File: config.mk
export PLATFORM = sky130hd
export DESIGN_NAME = zig_zag_traversal
export DESIGN_NICKNAME = d
export VERILOG_FILES = /design/src/rtl/zig_zag_pkg.sv /design/src/rtl/zig_zag_addr_gen.sv /design/src/rtl/zig_zag_traversal.sv
export SDC_FILE = /design/constraint.sdc
export NUM_CORES = 1
export LEC_CHECK = 0
export BUFFER_PORTS_ARGS = -buffer_cell sky130_fd_sc_hd__buf_2
export CAP_MARGIN = 20
export CORE_ASPECT_RATIO = 1.75
export CORE_UTILIZATION = 67
export DETAILED_ROUTE_END_ITERATION = 8
export GPL_TIMING_DRIVEN = 0
export PLACE_DENSITY = 0.93
export SLEW_MARGIN = 0
export SYNTH_ARGS = -nofsm -noshare
export SYNTH_HDL_FRONTEND = slang
export SYNTH_SLANG_ARGS = --single-unit
File: constraint.sdc
create_clock -name clk -period 7.8 [get_ports clk]
set_clock_uncertainty 0.2 [all_clocks]
set_input_delay 2.34 -clock clk [delete_from_list [all_inputs] [get_ports clk]]
set_output_delay 2.34 -clock clk [all_outputs]
set_load 0.05 [all_outputs]
File: src/rtl/zig_zag_pkg.sv
// Shared constants, types and the source ROM function for the 8x8 zig-zag scanner.
// Holds:
//   N, DATA_W, ADDR_W, ROW_W  matrix dimension and derived widths
//   dir_t                     diagonal walk direction (UP = row decreasing)
//   state_t                   scanner FSM state
//   src_val(row, col)         constant source matrix, row*N + col truncated to DATA_W
package zig_zag_pkg;

    localparam int unsigned N      = 8;
    localparam int unsigned DATA_W = 8;
    localparam int unsigned ADDR_W = 6;
    localparam int unsigned ROW_W  = $clog2(N);

    typedef enum logic {
        UP   = 1'b0,
        DOWN = 1'b1
    } dir_t;

    typedef enum logic {
        RUN  = 1'b0,
        DONE = 1'b1
    } state_t;

    // Source matrix element at (row, col).
    function automatic logic [DATA_W-1:0] src_val(input logic [ROW_W-1:0] row,
                                                  input logic [ROW_W-1:0] col);
        return DATA_W'((32'(row) * N) + 32'(col));
    endfunction

endpackage

File: src/rtl/zig_zag_addr_gen.sv
// Zig-zag coordinate stepper and scan index counter.
// Ports:
//   clk    in   1       rising-edge clock
//   reset  in   1       synchronous, active-high; returns to idx=0, (0,0), UP
//   en     in   1       advance one scan position on this edge
//   row    out  ROW_W   current source row
//   col    out  ROW_W   current source column
//   idx    out  ADDR_W  current scan index (output RAM address)
//   last   out  1       idx is the final scan position (N*N-1)
module zig_zag_addr_gen
    import zig_zag_pkg::*;
(
    input  logic              clk,
    input  logic              reset,
    input  logic              en,
    output logic [ROW_W-1:0]  row,
    output logic [ROW_W-1:0]  col,
    output logic [ADDR_W-1:0] idx,
    output logic              last
);

    localparam logic [ROW_W-1:0]  EDGE     = ROW_W'(N - 1);
    localparam logic [ADDR_W-1:0] PRE_LAST = ADDR_W'(N * N - 2);

    dir_t dir;

    // Edge checks on the far row/column come first so the two off-diagonal
    // corners turn onto the next diagonal instead of stepping out of range.
    always_ff @(posedge clk) begin
        if (reset) begin
            idx  <= '0;
            row  <= '0;
            col  <= '0;
            dir  <= UP;
            last <= 1'b0;
        end else if (en) begin
            idx  <= idx + ADDR_W'(1);
            last <= (idx == PRE_LAST);
            unique case (dir)
                UP: begin
                    if (col == EDGE) begin
                        row <= row + ROW_W'(1);
                        dir <= DOWN;
                    end else if (row == '0) begin
                        col <= col + ROW_W'(1);
                        dir <= DOWN;
                    end else begin
                        row <= row - ROW_W'(1);
                        col <= col + ROW_W'(1);
                    end
                end
                DOWN: begin
                    if (row == EDGE) begin
                        col <= col + ROW_W'(1);
                        dir <= UP;
                    end else if (col == '0) begin
                        row <= row + ROW_W'(1);
                        dir <= UP;
                    end else begin
                        row <= row + ROW_W'(1);
                        col <= col - ROW_W'(1);
                    end
                end
            endcase
        end
    end

endmodule

File: src/rtl/zig_zag_traversal.sv
// Self-starting 8x8 zig-zag scanner: after reset, writes element k of the JPEG
// zig-zag scan of the constant source matrix to output RAM address k, then
// raises a sticky done flag.
// Ports:
//   clk            in   1       rising-edge clock
//   reset          in   1       synchronous, active-high; restarts the scan
//   done           out  1       all N*N entries written; sticky until reset
//   ram_read_addr  in   ADDR_W  output-RAM read address
//   ram_read_data  out  DATA_W  output-RAM data at ram_read_addr
// Configuration:
//   ZZ_REG_READ_EN  when defined, ram_read_data is registered (one edge of
//                   latency, resets to 0); otherwise the read is combinational.
module zig_zag_traversal
    import zig_zag_pkg::*;
(
    input  logic              clk,
    input  logic              reset,
    output logic              done,
    input  logic [ADDR_W-1:0] ram_read_addr,
    output logic [DATA_W-1:0] ram_read_data
);

    state_t            state;
    logic [ROW_W-1:0]  row;
    logic [ROW_W-1:0]  col;
    logic [ADDR_W-1:0] idx;
    logic              last;
    logic              run;

    logic [DATA_W-1:0] ram [N*N];

    assign run = (state == RUN);

    zig_zag_addr_gen u_addr_gen (
        .clk   (clk),
        .reset (reset),
        .en    (run),
        .row   (row),
        .col   (col),
        .idx   (idx),
        .last  (last)
    );

    // Scanner FSM: RUN until the final entry is written, then park in DONE.
    always_ff @(posedge clk) begin
        if (reset) begin
            state <= RUN;
            done  <= 1'b0;
        end else begin
            unique case (state)
                RUN: begin
                    if (last) begin
                        state <= DONE;
                        done  <= 1'b1;
                    end
                end
                DONE: begin
                    done <= 1'b1;
                end
            endcase
        end
    end

    // Output RAM write port; contents survive reset.
    always_ff @(posedge clk) begin
        if (!reset && run) begin
            ram[idx] <= src_val(row, col);
        end
    end

`ifdef ZZ_REG_READ_EN
    // Registered read port.
    always_ff @(posedge clk) begin
        if (reset) begin
            ram_read_data <= '0;
        end else begin
            ram_read_data <= ram[ram_read_addr];
        end
    end
`else
    // Combinational read port.
    assign ram_read_data = ram[ram_read_addr];
`endif

endmodule

* Word-level counts from Yosys, hierarchy flattened
Memory sizes are Yosys's and may differ from the RTL's.
Index checks and enable logic that the tools add are counted.
** Storage, ports and cells
- Bits of input ports :: 8
- Word-level logic and storage cells :: 49
- Memory bits (writable) :: 448
- Latch bits :: 0
- Register bits :: 16
- Output and inout port bits :: 9
- Memories :: 1
- Bits in read-only memories :: 0
** Operators by class
- Shifts and indexed selects :: 0
- Multipliers :: 0
- Div/mod/pow operators :: 0
- Bitwise logic cells :: 2
- Mux-type cells :: 19
- Magnitude comparators :: 0
- Add/subtract/negate cells :: 6
- Reduce and logical (&&, ||, !) cells :: 6
- Equal/unequal tests :: 8
** Memory list
- ram :: words 64, bits a word 7, rd ports 1, clocked after Yosys merged registers in 0, write ports 1, RTL line zig_zag_traversal.sv:30 : logic [DATA_W-1:0] ram [N*N];
** Operator list (count)
- $mux W3 :: 6
- $pmux W3 S2 :: 2
- $mux W1 :: 9
- $add A6 B3 Y7 :: 1
- $add A3 B1 Y3 const B :: 2
- $add A6 B1 Y6 const B :: 1
- $eq A3 B3 Y1 const B :: 2
- $eq A6 B6 Y1 const B :: 1
- $logic_not A3 Y1 :: 2
- $reduce_and A3 Y1 :: 2
- $sub A3 B1 Y3 const B :: 2
- $ne A2 B2 Y1 const B :: 2
- $pmux W1 S2 :: 2
- $ne A3 B2 Y1 const B :: 1
- $ne A3 B3 Y1 const B :: 1
- $ne A2 B1 Y1 const B :: 1
- $not A1 Y1 :: 2
- $logic_and A1 B1 Y1 :: 1
- $logic_not A1 Y1 :: 1

* Depth between registers and ports, before layout
- Word-level depth :: 4
- Depth in mapped cells :: 8
- Gate-level depth less buffers :: 7

* Cells and area by module
Synthesis repeated with hierarchy kept, for this count alone.
** Unflattened totals
- Cell total of the unflattened synthesis :: 811
- Area total of the unflattened synthesis :: 15897.7 µm²
** Modules (own cells, without submodules)
- zig_zag_traversal :: area each 15054.4 µm², seq. area each 11571.1 µm², cells an instance 718, instances 1
- zig_zag_addr_gen :: area each 843.3 µm², seq. area each 280.3 µm², cells an instance 93, instances 1

* Least setup slack after synthesis
OpenSTA, ideal clock, no wires.
- Kind :: in2out
- From :: input ram_read_addr[4]
- To :: output ram_read_data[0]
- Required time :: 5.260 ns
- Path slack :: 0.308 ns
- Data arrival time :: 4.952 ns
- Stages :: 5
- Buffers on the path :: 3
- Cells stage by stage :: clkbuf_1 -> buf_1 -> clkbuf_1 -> a2111oi_0 -> o41ai_1
** On the way
- Longest elaborated chain between the ends :: 1
** RTL lines
- from (decl) :: RTL line zig_zag_traversal.sv:19 : input logic [ADDR_W-1:0] ram_read_addr,
- $mem_v2 Z64 W7
- to (decl) :: RTL line zig_zag_traversal.sv:20 : output logic [DATA_W-1:0] ram_read_data
No other way between the ends.

* Worst setup path in the final report
- From :: input ram_read_addr[4]
- To :: output ram_read_data[1]
The elaborated chain is that of the path after synthesis.

==> results by group <==
Timing
  – Worst slew pin tran: 1.17 ns
  – RSZ-0062 raised after global routing: no
  – Crit share post-route: 101%
  – Crit path time final: 7.87 ns
  – Fin. Hold Viols: 0
  – Fmax: 127 MHz
  – Setup TNS: -0.135 ns
  – Fin. max-slew vios: 0
  – Worst slew margin: 21.7%
  – Final setup viols: 4
  – Final WS setup: -0.0737 ns

Synth
  – Distinct cells, synth: 46
  – Share of the synthesized area in the top cell type: 72.3%
  – Synth top cells by count: edfxtp_1 (384), mux4_2 (96), nor2_1 (89), nand2_1 (24), clkbuf_1 (20)
  – Post-synth ARST share: 0%
  – Top FF cell, synth: edfxtp_1
  – EDFF count, synth: 384
  – Sequential element share of the synthesized area: 74.3%
  – Ys Warns: 0
  – Synth area leaders: edfxtp_1 (72%), mux4_2 (14%), nor2_1 (2.1%)
  – Synth Cell Area: 15900 µm²
  – Synth area leader: edfxtp_1
  – Synth Instances: 826
  – Most numerous cell in the Yosys netlist: edfxtp_1
  – Syn Area/Cell: 19.3 µm²
  – #FFs+latches synth: 400

Final layout
  – # fillers: 1068
  – Sequential cell area: 11900 µm²
  – Util after Layout: 75.9%
  – Fin cells: 1215
  – Layout cell share with drive strength beyond 1: 22.9%
  – Multi-input gate area: 3830 µm²
  – Nets: 901
  – Area Growth Syn to Fin: 11.0%

Clock tree
  – Setup bufs post-CTS: 0
  – CTS root buf: clkbuf_16
  – Worst-skew pair later-pin latency: 0.53 ns
  – CTS tree: yes
  – Num CTS Buffers: 35
  – Post-CTS Hold Fix Bufs: 0
  – Number of H-tree levels: 2
  – CTS sink count: 400
  – Clk buf depth: 3
  – Clock Pin Slew Worst Setup and Hold Paths: 0.07 ns

Setup path
  – CP Max Fanout: 10
  – Reg2Reg Launch Point: u_addr_gen.idx[0]
  – R2R Path End: ram[11][2]
  – Worst Path Required: 5.26 ns
  – CP Buf/Inv Count: 4
  – Worst setup SP type: primary input
  – Crit path DAT: 5.33 ns
  – Crit path kind: in2out
  – Crit path max-delay cell type: buf_1
  – Top delay family on crit path: buffers and inverters
  – Flop-to-flop setup slack: 4.70 ns
  – Critical path's largest stage delay: 0.64 ns
  – Reg2reg path depth: 4
  – CP Capture Type: primary output
  – Most used cell, CP: clkbuf_1
  – CP Cell Sequence: clkbuf_1, buf_1, clkbuf_1, a2111oi_0, o41ai_1, buf_2

Global routing
  – Vias in the first global route: 9537
  – Grt ovf: 0
  – Initial antenna violation count: 2
  – First-pass GRT wire length: 69100 µm
  – GRT Resource Usage Total: 41.9%
  – Largest net degree at the start of global routing: 60

Place
  – DPL Wire Length: 28300 µm
  – Gpl congestion: 0.933
  – Buffers on Ports: 12
  – Placed Cells incl. Taps: 1149

Hold path
  – Worst Min Path Start: done
  – Worst hold stages: 2
  – HP Class: reg2reg
  – Worst hold path endpoint: done

Route
  – Initial DRT Pass Iterations: 6
  – DR vias/cell: 7.96
  – DRC: 0
  – Via count: 9675
  – Antenna-violating nets left: 0
  – Initial DRC count: 2121
  – Final wirelength: 48600 µm
  – Routed wire length per instance: 40.0 µm

Floorplanning
  – Core Footprint: 23300 µm²
  – Die width: 119 µm
  – Row count: 74
  – Die ar.: 24400 µm²
  – Die height: 206 µm
  – Initial Util: 68.3%
  – Top Ports: 17

Pwr
  – Post-route total power: 0.00524 W
  – Power density over the cells: 296 nW/µm²
  – VDD IR max: 171 µV
  – Leakage: 5.67 nW

Run
  – Max cap viols: 0

Run status
  – Status: finished with violations
  – Failing checks: negative setup slack
[tightest hold or removal path, stage by stage (launching register included)]
cell     delay, ns
dfxtp_1       0.32
inv_1         0.05
a21oi_1       0.05
[registers in the layout, summed over array words and instances (netlist names)]
signal	cells
done	1
u_addr_gen.row	3
u_addr_gen.dir	1
u_addr_gen.col	3
u_addr_gen.idx	6
u_addr_gen.last	1
ram	384
state	1
[stage by stage]
step                      setup WS (ns)  cell area [µm²]  hold WS (ns)
after floorplan                   0.308            15900         0.246
after global placement            0.274            16400         0.234
after detailed placement         0.0560            16500         0.248
after CTS                         0.195            17700         0.262
after global routing            0.00903            17700         0.277
final                           -0.0737            17700         0.260
[layer usage]
metal | part of all wire [%] | global-route usage (%) | vias to the layer above
met1 | 28 | 48.2 | 4658
met5 | 0.027 | 0.208 | -
met3 | 15 | 13.5 | 335
met4 | 9.8 | 30.9 | 2
met2 | 47 | 66.2 | 1228
li1 | - | - | 3452
[power by group]
group	total, W	switching (W)	internal, W	leakage (nW)
clock network	0.00185	0.000810	0.00104	0.578
registers	0.00274	0.0000954	0.00264	3.65
logic	0.000655	0.000461	0.000194	1.45
total	0.00524	0.00137	0.00387	5.67
[how the worst max path moves through the flow]
stage | slack [ns] | cells after the start | to | startpoint
6_report | -0.07 | 6 | ram_read_data[1] | ram_read_addr[4]
5_1_grt | 0.009 | 9 | ram_read_data[0] | ram_read_addr[1]
4_1_cts | 0.19 | 6 | ram_read_data[0] | ram_read_addr[4]
3_5_place_dp | 0.06 | 7 | ram_read_data[1] | ram_read_addr[2]
3_3_place_gp | 0.27 | 7 | ram_read_data[1] | ram_read_addr[2]
2_1_floorplan | 0.31 | 5 | ram_read_data[0] | ram_read_addr[4]
[cells by family after synthesis]
logic type	share of synthesized area, %
flip-flops	74.3
AND/OR/NAND/NOR	4.86
multiplexers	15.1
AO/OA/AOI/OAI	2.77
buffers and inverters	1.70
adder cells (fa/ha/maj)	0.863
XOR/XNOR	0.385
other	0.0235
[cells in the final DEF, fill, tap and decap left out, types with 4 or more instances in the layout]
cell	count
edfxtp_1	384
mux4_2	96
nor2_1	89
clkbuf_16	35
clkbuf_1	25
nand2_1	24
buf_2	23
mux2i_1	16
nor2b_1	14
nand3_1	12
ha_1	11
o21ai_0	10
o22ai_1	10
nor3_1	10
dfxtp_1	10
buf_4	9
inv_1	8
mux2_2	7
a21oi_1	7
clkinv_2	6
bufinv_16	6
clkinv_1	6
buf_12	6
dfxtp_2	6
a22o_1	5
nand2b_1	5
a22oi_1	5
nand3b_1	4
a211oi_1	4
a31oi_1	4
xor2_1	4
inv_6	4
[timing repair]
action	4_1_cts	5_1_grt
gates resized for setup	0	3
endpoints found under the hold margin	0	0
setup endpoints to repair	2	2
gates cloned	0	0
[area by class of cell]
type / count / share of cell area, %
sequential: 400 / 67.0
multi-input combinational: 373 / 21.6
clock buffer: 41 / 5.07
tap: 304 / 2.15
clock inverter: 23 / 1.56
buffer: 45 / 1.35
timing repair buffer: 19 / 1.05
inverter: 8 / 0.170
antenna: 2 / 0.0283
No activity file was read; power rests on OpenSTA's default activity.
